**src/rtl/util_pkg.sv**
```systemverilog
// Shared sizing helpers for reporting byte quantities in binary units.
// Each unit step is a factor of 1024, so moving up one unit is a 10-bit shift.
package util;

   typedef enum logic [2:0] {
      UNIT_B,
      UNIT_KIB,
      UNIT_MIB,
      UNIT_GIB,
      UNIT_TIB
   } byte_unit_t;

   localparam int UNIT_SHIFT = 10;

   localparam byte_unit_t UNIT_MAX = UNIT_TIB;

endpackage

```
**src/rtl/byte_size_scaler.sv**
```systemverilog
// Normalises a raw byte count into a mantissa plus binary unit (B..TiB).
// The count is divided by 1024 one step per cycle. Scaling stops when the
// mantissa drops below 1024 or when the unit reaches TiB. A sticky bit
// records whether any nonzero low bits were shifted away, which tells the
// consumer whether the mantissa is exact or truncated.
// Only one conversion is in flight at a time. A new count is taken in IDLE,
// the shifting happens in BUSY, and the result is held in DONE until the
// consumer accepts it.
module byte_size_scaler
   import util::*;
#(
   parameter int CNT_W = 64
) (
   input  logic             clk_i,
   input  logic             rst_i,
   input  logic             valid_i,
   output logic             ready_o,
   input  logic [CNT_W-1:0] count_i,
   output logic             valid_o,
   input  logic             ready_i,
   output logic [CNT_W-1:0] mant_o,
   output logic [2:0]       unit_o,
   output logic             exact_o
);

   // At least one bit above the 10-bit unit field is needed, otherwise no
   // count could ever reach 1024 and the scaler would be meaningless.
   if (CNT_W < 11) begin : g_bad_width
      $error("byte_size_scaler: CNT_W must be at least 11");
   end

   localparam logic [1:0] ST_IDLE = 2'd0;
   localparam logic [1:0] ST_BUSY = 2'd1;
   localparam logic [1:0] ST_DONE = 2'd2;

   logic [1:0]       state_q, state_d;
   logic [CNT_W-1:0] mant_q, mant_d;
   byte_unit_t       unit_q, unit_d;
   logic             sticky_q, sticky_d;

   logic             needShift;
   logic             lowBitsSet;

   // A further shift is needed while any bit at or above bit 10 is set, but
   // never past TiB; at TiB the mantissa is allowed to stay large.
   assign needShift  = (|mant_q[CNT_W-1:UNIT_SHIFT]) && (unit_q < UNIT_MAX);
   assign lowBitsSet = (mant_q[UNIT_SHIFT-1:0] != '0);

   // Next-state and datapath updates for the IDLE/BUSY/DONE sequence.
   always_comb begin
      state_d  = state_q;
      mant_d   = mant_q;
      unit_d   = unit_q;
      sticky_d = sticky_q;
      case (state_q)
         ST_IDLE: begin
            if (valid_i) begin
               mant_d   = count_i;
               unit_d   = UNIT_B;
               sticky_d = 1'b0;
               state_d  = ST_BUSY;
            end
         end
         ST_BUSY: begin
            if (needShift) begin
               sticky_d = sticky_q | lowBitsSet;
               mant_d   = mant_q >> UNIT_SHIFT;
               unit_d   = byte_unit_t'(unit_q + 3'd1);
            end else begin
               state_d = ST_DONE;
            end
         end
         ST_DONE: begin
            if (ready_i) begin
               state_d = ST_IDLE;
            end
         end
         default: begin
            state_d = ST_IDLE;
         end
      endcase
   end

   // State and datapath registers; reset aborts any conversion in progress.
   always_ff @(posedge clk_i or posedge rst_i) begin
      if (rst_i) begin
         state_q  <= ST_IDLE;
         mant_q   <= '0;
         unit_q   <= UNIT_B;
         sticky_q <= 1'b0;
      end else begin
         state_q  <= state_d;
         mant_q   <= mant_d;
         unit_q   <= unit_d;
         sticky_q <= sticky_d;
      end
   end

   // The result is only presented in DONE. At any other time the outputs
   // read as a neutral zero-byte exact result, so the consumer never sees
   // a partially scaled value.
   always_comb begin
      ready_o = (state_q == ST_IDLE);
      valid_o = (state_q == ST_DONE);
      mant_o  = '0;
      unit_o  = 3'd0;
      exact_o = 1'b1;
      if (state_q == ST_DONE) begin
         mant_o  = mant_q;
         unit_o  = unit_q;
         exact_o = ~sticky_q;
      end
   end

endmodule

```
**config.mk**
```make
export PLATFORM = sky130hd
export DESIGN_NAME = byte_size_scaler
export DESIGN_NICKNAME = d
export VERILOG_FILES = /design/src/rtl/util_pkg.sv /design/src/rtl/byte_size_scaler.sv
export SDC_FILE = /design/constraint.sdc
export NUM_CORES = 1
export LEC_CHECK = 0
export ABC_AREA = 1
export CAP_MARGIN = 0
export CELL_PAD_IN_SITES_DETAIL_PLACEMENT = 1
export CELL_PAD_IN_SITES_GLOBAL_PLACEMENT = 2
export CORE_MARGIN = 1
export CORE_UTILIZATION = 21
export CTS_BUF_LIST = sky130_fd_sc_hd__clkbuf_4 sky130_fd_sc_hd__clkbuf_8 sky130_fd_sc_hd__clkbuf_16
export CTS_CLUSTER_DIAMETER = 150
export DETAILED_ROUTE_END_ITERATION = 12
export PLACE_DENSITY_LB_ADDON = 0.1
export SLEW_MARGIN = 20
export SYNTH_ARGS = -nofsm -noshare
export SYNTH_HDL_FRONTEND = slang
export SYNTH_SLANG_ARGS = --single-unit
```
**constraint.sdc**
```tcl
create_clock -name clk_i -period 2.6 [get_ports clk_i]
set_clock_uncertainty 0.15 [all_clocks]
set_input_delay 0.65 -clock clk_i [delete_from_list [all_inputs] [get_ports clk_i]]
set_output_delay 0.65 -clock clk_i [all_outputs]
set_load 0.03 [all_outputs]
```
== Word level (Yosys, flattened, before mapping) ==
Cells that the tools add are included.

* Output and inout bits: 70
* Logic and storage cells: 37
* Register bits after elaboration: 70

* Equality and inequality tests: 6
* Reduce and logical (&&, ||, !) cells: 7
* Bitwise operators: 2
* Add/sub/neg operators: 1
* Muxes and demuxes: 16
* Order comparisons: 1

{| class="wikitable"
|+ Operators by type and width
! operator !! count
|-
| 64-bit 2-to-1 mux || 3
|-
| 64-bit case mux with 2 select lines || 1
|-
| 54-bit OR reduction || 1
|-
| 10-bit nonzero test || 1
|-
| 3-bit 2-to-1 mux || 3
|-
| 2-bit 2-to-1 mux || 3
|-
| 2-bit inequality test (second input constant) || 3
|-
| 2-bit case mux with 3 select lines || 1
|-
| 3-bit case mux with 2 select lines || 1
|-
| 3-bit AND reduction || 2
|-
| 3-bit by 1-bit adder with 3-bit output (second input constant) || 1
|-
| 3-bit less-than comparator (second input constant) || 1
|-
| 1-bit 2-to-1 mux || 3
|-
| 2-bit by 1-bit == test with 1-bit output (second input constant) || 1
|-
| 2-bit == test (second input constant) || 1
|-
| 2-bit logical NOT || 1
|-
| 2-bit by 1-bit inequality test with 1-bit output (second input constant) || 1
|-
| 1-bit case mux with 2 select lines || 1
|-
| 2-bit nonzero test || 1
|-
| 1-bit logical AND || 1
|-
| 1-bit inverter || 1
|-
| 1-bit OR || 1
|}

== Logic depth before layout (Yosys ltp) ==
* Depth in word-level cells: 4
* Mapped depth: 12
* Gate-level depth less buffers: 10

== Least setup slack after synthesis ==
OpenSTA, ideal clock, no wires.

* Path type: register to output
* Start point: register state_q[0]
* End point: output mant_o[42]
* Path buffers: 2
* Cell stages (with the launch flop): 6
* Arrival time: 1.346 ns
* Path slack: 0.454 ns
* Required time: 1.800 ns
* Cell sequence: dfrtp_1 > inv_1 > nand2_1 > clkbuf_1 > clkbuf_1 > nor2_1

* Word-level cells in the longest chain between the ends: 2

{| class="wikitable"
|+ Ends and longest elaborated chain
! what !! RTL line !! RTL
|-
| from (decl) || byte_size_scaler.sv:36 || <nowiki>logic [1:0] state_q, state_d;</nowiki>
|-
| from (signal assigned) || byte_size_scaler.sv:92 || <nowiki>state_q <= state_d;</nowiki>
|-
| 2-bit == test || byte_size_scaler.sv:108 || <nowiki>if (state_q == ST_DONE) begin</nowiki>
|-
| 64-bit 2-to-1 mux || byte_size_scaler.sv:108 ||
|-
| to (decl) || byte_size_scaler.sv:21 || <nowiki>output logic [CNT_W-1:0] mant_o,</nowiki>
|}

No other way between the ends.

== Worst setup path after layout ==
* Start point: register state_q[1]
* End point: output ready_o

* Word-level cells in the longest chain between the ends: 1

{| class="wikitable"
|+ Ends and longest elaborated chain
! what !! RTL line !! RTL
|-
| 2-bit logical NOT || byte_size_scaler.sv:103 || <nowiki>ready_o = (state_q == ST_IDLE);</nowiki>
|-
| to (decl) || byte_size_scaler.sv:17 || <nowiki>output logic ready_o,</nowiki>
|}

No other way between the ends.

==> results.tsv <==
stage	metric	value	unit
clock_network	CTS Buf Count	9	
setup_path	launching point of the worst reg2reg path	mant_q[29]	
drt	Routed WL	15100	um
floorplan	cell row count	50	
finish	Final nets	822	
timing	Worst-Margin Slew	0.530	ns
logic_synthesis	yosys synthesis warning count	0	
power	clock share of power	17.3	%
drt	DRC Markers	0	
timing	RSZ-0062 raised after global routing	false	
timing	worst setup margin	0.139	ns
placed_design	post-placement setup slack	0.180	ns
placed_design	Cell Area, Placed	5680	um2
finish	antenna cells	0	
power	switching pwr	3520	uW
finish	area grow syn2layout	45.4	%
worst_hold_path	HP Start	mant_q[2]	
timing	fmax	0.406	GHz
power	switching share of power	49.3	%
setup_path	CP Data Required Time	1.80	ns
drt	Met2 Wirelength	7040	um
global_routing	largest net degree at the start of global routing	111	
logic_synthesis	Avg Inst Size Synth	6.47	um2
drt	Top Layer Used	met4	
power	combinational fraction of design power	54.3	%
drt	DR WL met3	693	um
logic_synthesis	Yosys cell types	18	
setup_path	CP max FO	3	
clock_network	Worst-path clk slew	0.06	ns
floorplan	Core ar.	18900	um2
clock_network	Clock Sinks	70	
worst_hold_path	hold depth	2	
global_routing	wire length of the first global-routing pass	24500	um
timing	TNS Setup	0	ns
drt	DRT met1 WL	7150	um
placed_design	gpl congestion	0.776	
timing	Final min period	2.46	ns
timing	Finish-stage setup viols	0	
logic_synthesis	sequential area share after synthesis	42.8	%
logic_synthesis	leading area contributor after synthesis	dfrtp_1	
clock_network	clock root cell	clkbuf_16	
job	maxcap violations	0	
power	PD cells	1200	nW/um2
clock_network	post-CTS setup buffers	0	
logic_synthesis	Yosys reg bits	70	
timing	Rel. slew slack	64.4	%
floorplan	Top Ports	138	
drt	Initial DRT Pass Iterations	4	
finish	share of cells above drive strength 1	10.7	%
drt	antenna-violating nets left	0	
floorplan	DIE AREA	20100	um2
timing	Hold Violations, Final	0	
floorplan	die width	142	um
logic_synthesis	Mapped Cells	633	
status	outcome	completed	
logic_synthesis	largest cells by area after synthesis	dfrtp_1 (43%), nand2_1 (19%), nor2_1 (9.8%)	
timing	part of the cycle the worst path needs	94.7	%
clock_network	clock buffer depth	2	
logic_synthesis	share of the synthesized area in the top cell type	42.8	%
setup_path	reg2reg end	mant_q[6]	
setup_path	Crit Path Category	flop to output port	
floorplan	Initial Utilization	21.7	%
floorplan	Die H	142	um
clock_network	CTS tree	yes	
timing	fin. max-slew vios	0	
worst_hold_path	Hold Crit Class	flop to flop	
logic_synthesis	synthesized net count	702	
finish	final instance area	5950	um2
power	Cell Int Power	3630	uW
logic_synthesis	area of the mapped netlist	4090	um2
global_routing	gr usage total	15.7	%
placed_design	I/O Buffers	137	
setup_path	Worst Setup End Kind	output port	
setup_path	Reg2Reg Depth	10	
finish	most frequent cells in the layout	nand2_1 (209), nor2_1 (107), inv_1 (71), dfrtp_1 (70), nand3_1 (69)	
clock_network	H-tree levels	3	
global_routing	vias in the first global route	4597	
drt	vias after detailed routing	4325	
placed_design	hpwl dp	11000	um
clock_network	Clock Latency Late Sink	0.34	ns
drt	starting DRC count in detailed routing	219	
power	leakage power total	0.00309	uW
global_routing	total gr overflow	0	
drt	vias per inst	4.25	
setup_path	register-to-register setup slack	0.46	ns
power	Max VDD drop	458	uV
setup_path	Worst setup SP type	flop	
power	Flop pwr share	28.4	%
power	total power	7160	uW
global_routing	initial antenna violation count	0	
finish	most common library cell in the layout ignoring fill and taps	nand2_1	
setup_path	arrival time worst endpoint	1.66	ns
worst_hold_path	Hold Path End	mant_q[2]	
drt	WL/cell	14.8	um
[cell families after synthesis]
group | after synthesis | share of synthesized area (%)
flip-flops | 70 | 42.8
adder cells (fa/ha/maj) | 1 | 0.306
XOR/XNOR | 1 | 0.214
AO/OA/AOI/OAI | 55 | 6.73
AND/OR/NAND/NOR | 393 | 38.6
buffers and inverters | 113 | 11.4
[metrics by stage]
step / util [%] / std cells / hold slack (ns)
detailed placement: 30.1 / 1002 / 0.347
global route: 31.5 / 1017 / 0.391
finish: 31.5 / 1017 / 0.369
CTS: 31.5 / 1017 / 0.372
floorplan: - / 633 / 0.326
global placement: 30.1 / 1002 / 0.342
[layer usage]
layer / track usage [%] / up-vias
met2: 26.0 / 88
met5: 0 / -
met3: 3.27 / 14
met4: 4.87 / 0
li1: - / 2172
met1: 20.5 / 2051
[cell usage after synthesis]
cell and number:
nor4_1 1, xnor2_1 1, dfrtp_1 70, ha_1 1
buf_1 2, nor2_1 107, buf_2 10, buf_4 2
nand2_1 211, clkinv_1 1, nand2_2 2, nand3b_1 1
clkbuf_1 22, buf_6 3, inv_1 73, o21ai_0 55
nand4_1 2, nand3_1 69
[sequential cells by signal, summed over array words and instances (netlist names)]
name,count
sticky_q,1
unit_q,3
state_q,2
mant_q,64
[power by group through the flow]
stage                     Sequential, uW  Combinational [uW]  Clock (uW)
after global placement              2040                3980           0
final                               2030                3880        1240
after CTS                           2040                4010        1280
after floorplan                     1900                2740           0
after detailed placement            2060                4010           0
after global routing                2110                4450        1320
[area by class of cell]
type	count	area, um2
clock buffer	11	246
clock inverter	4	47.5
fill	2358	12900
inverter	74	278
multi-input combinational	450	1880
sequential	70	1750
tap	260	325
timing repair buffer	148	1420
[how the worst max path moves through the flow]
stage                     from    endpoint  slack [ns]  cells past startpoint
CTS                 state_q[1]  mant_o[22]        0.11                      4
finish              state_q[1]     ready_o        0.14                      2
global route        state_q[0]  mant_o[22]        0.02                      5
floorplan                rst_i   mant_q[0]        0.03                      1
detailed placement  state_q[0]  mant_o[49]        0.18                      4
global placement    state_q[1]     exact_o        0.23                      4
[worst max-delay path, stage by stage, from the launching register on]
cell and delay, ns:
dfrtp_1 0.42, nor2_1 0.20, clkdlybuf4s50_1 0.71
[what timing repair did]
action | CTS | global route
setup endpoints to repair | 31 | 0
gates resized for setup | 21 | 0
hold buffers | 0 | 0
(Power assumes the default switching activity.)
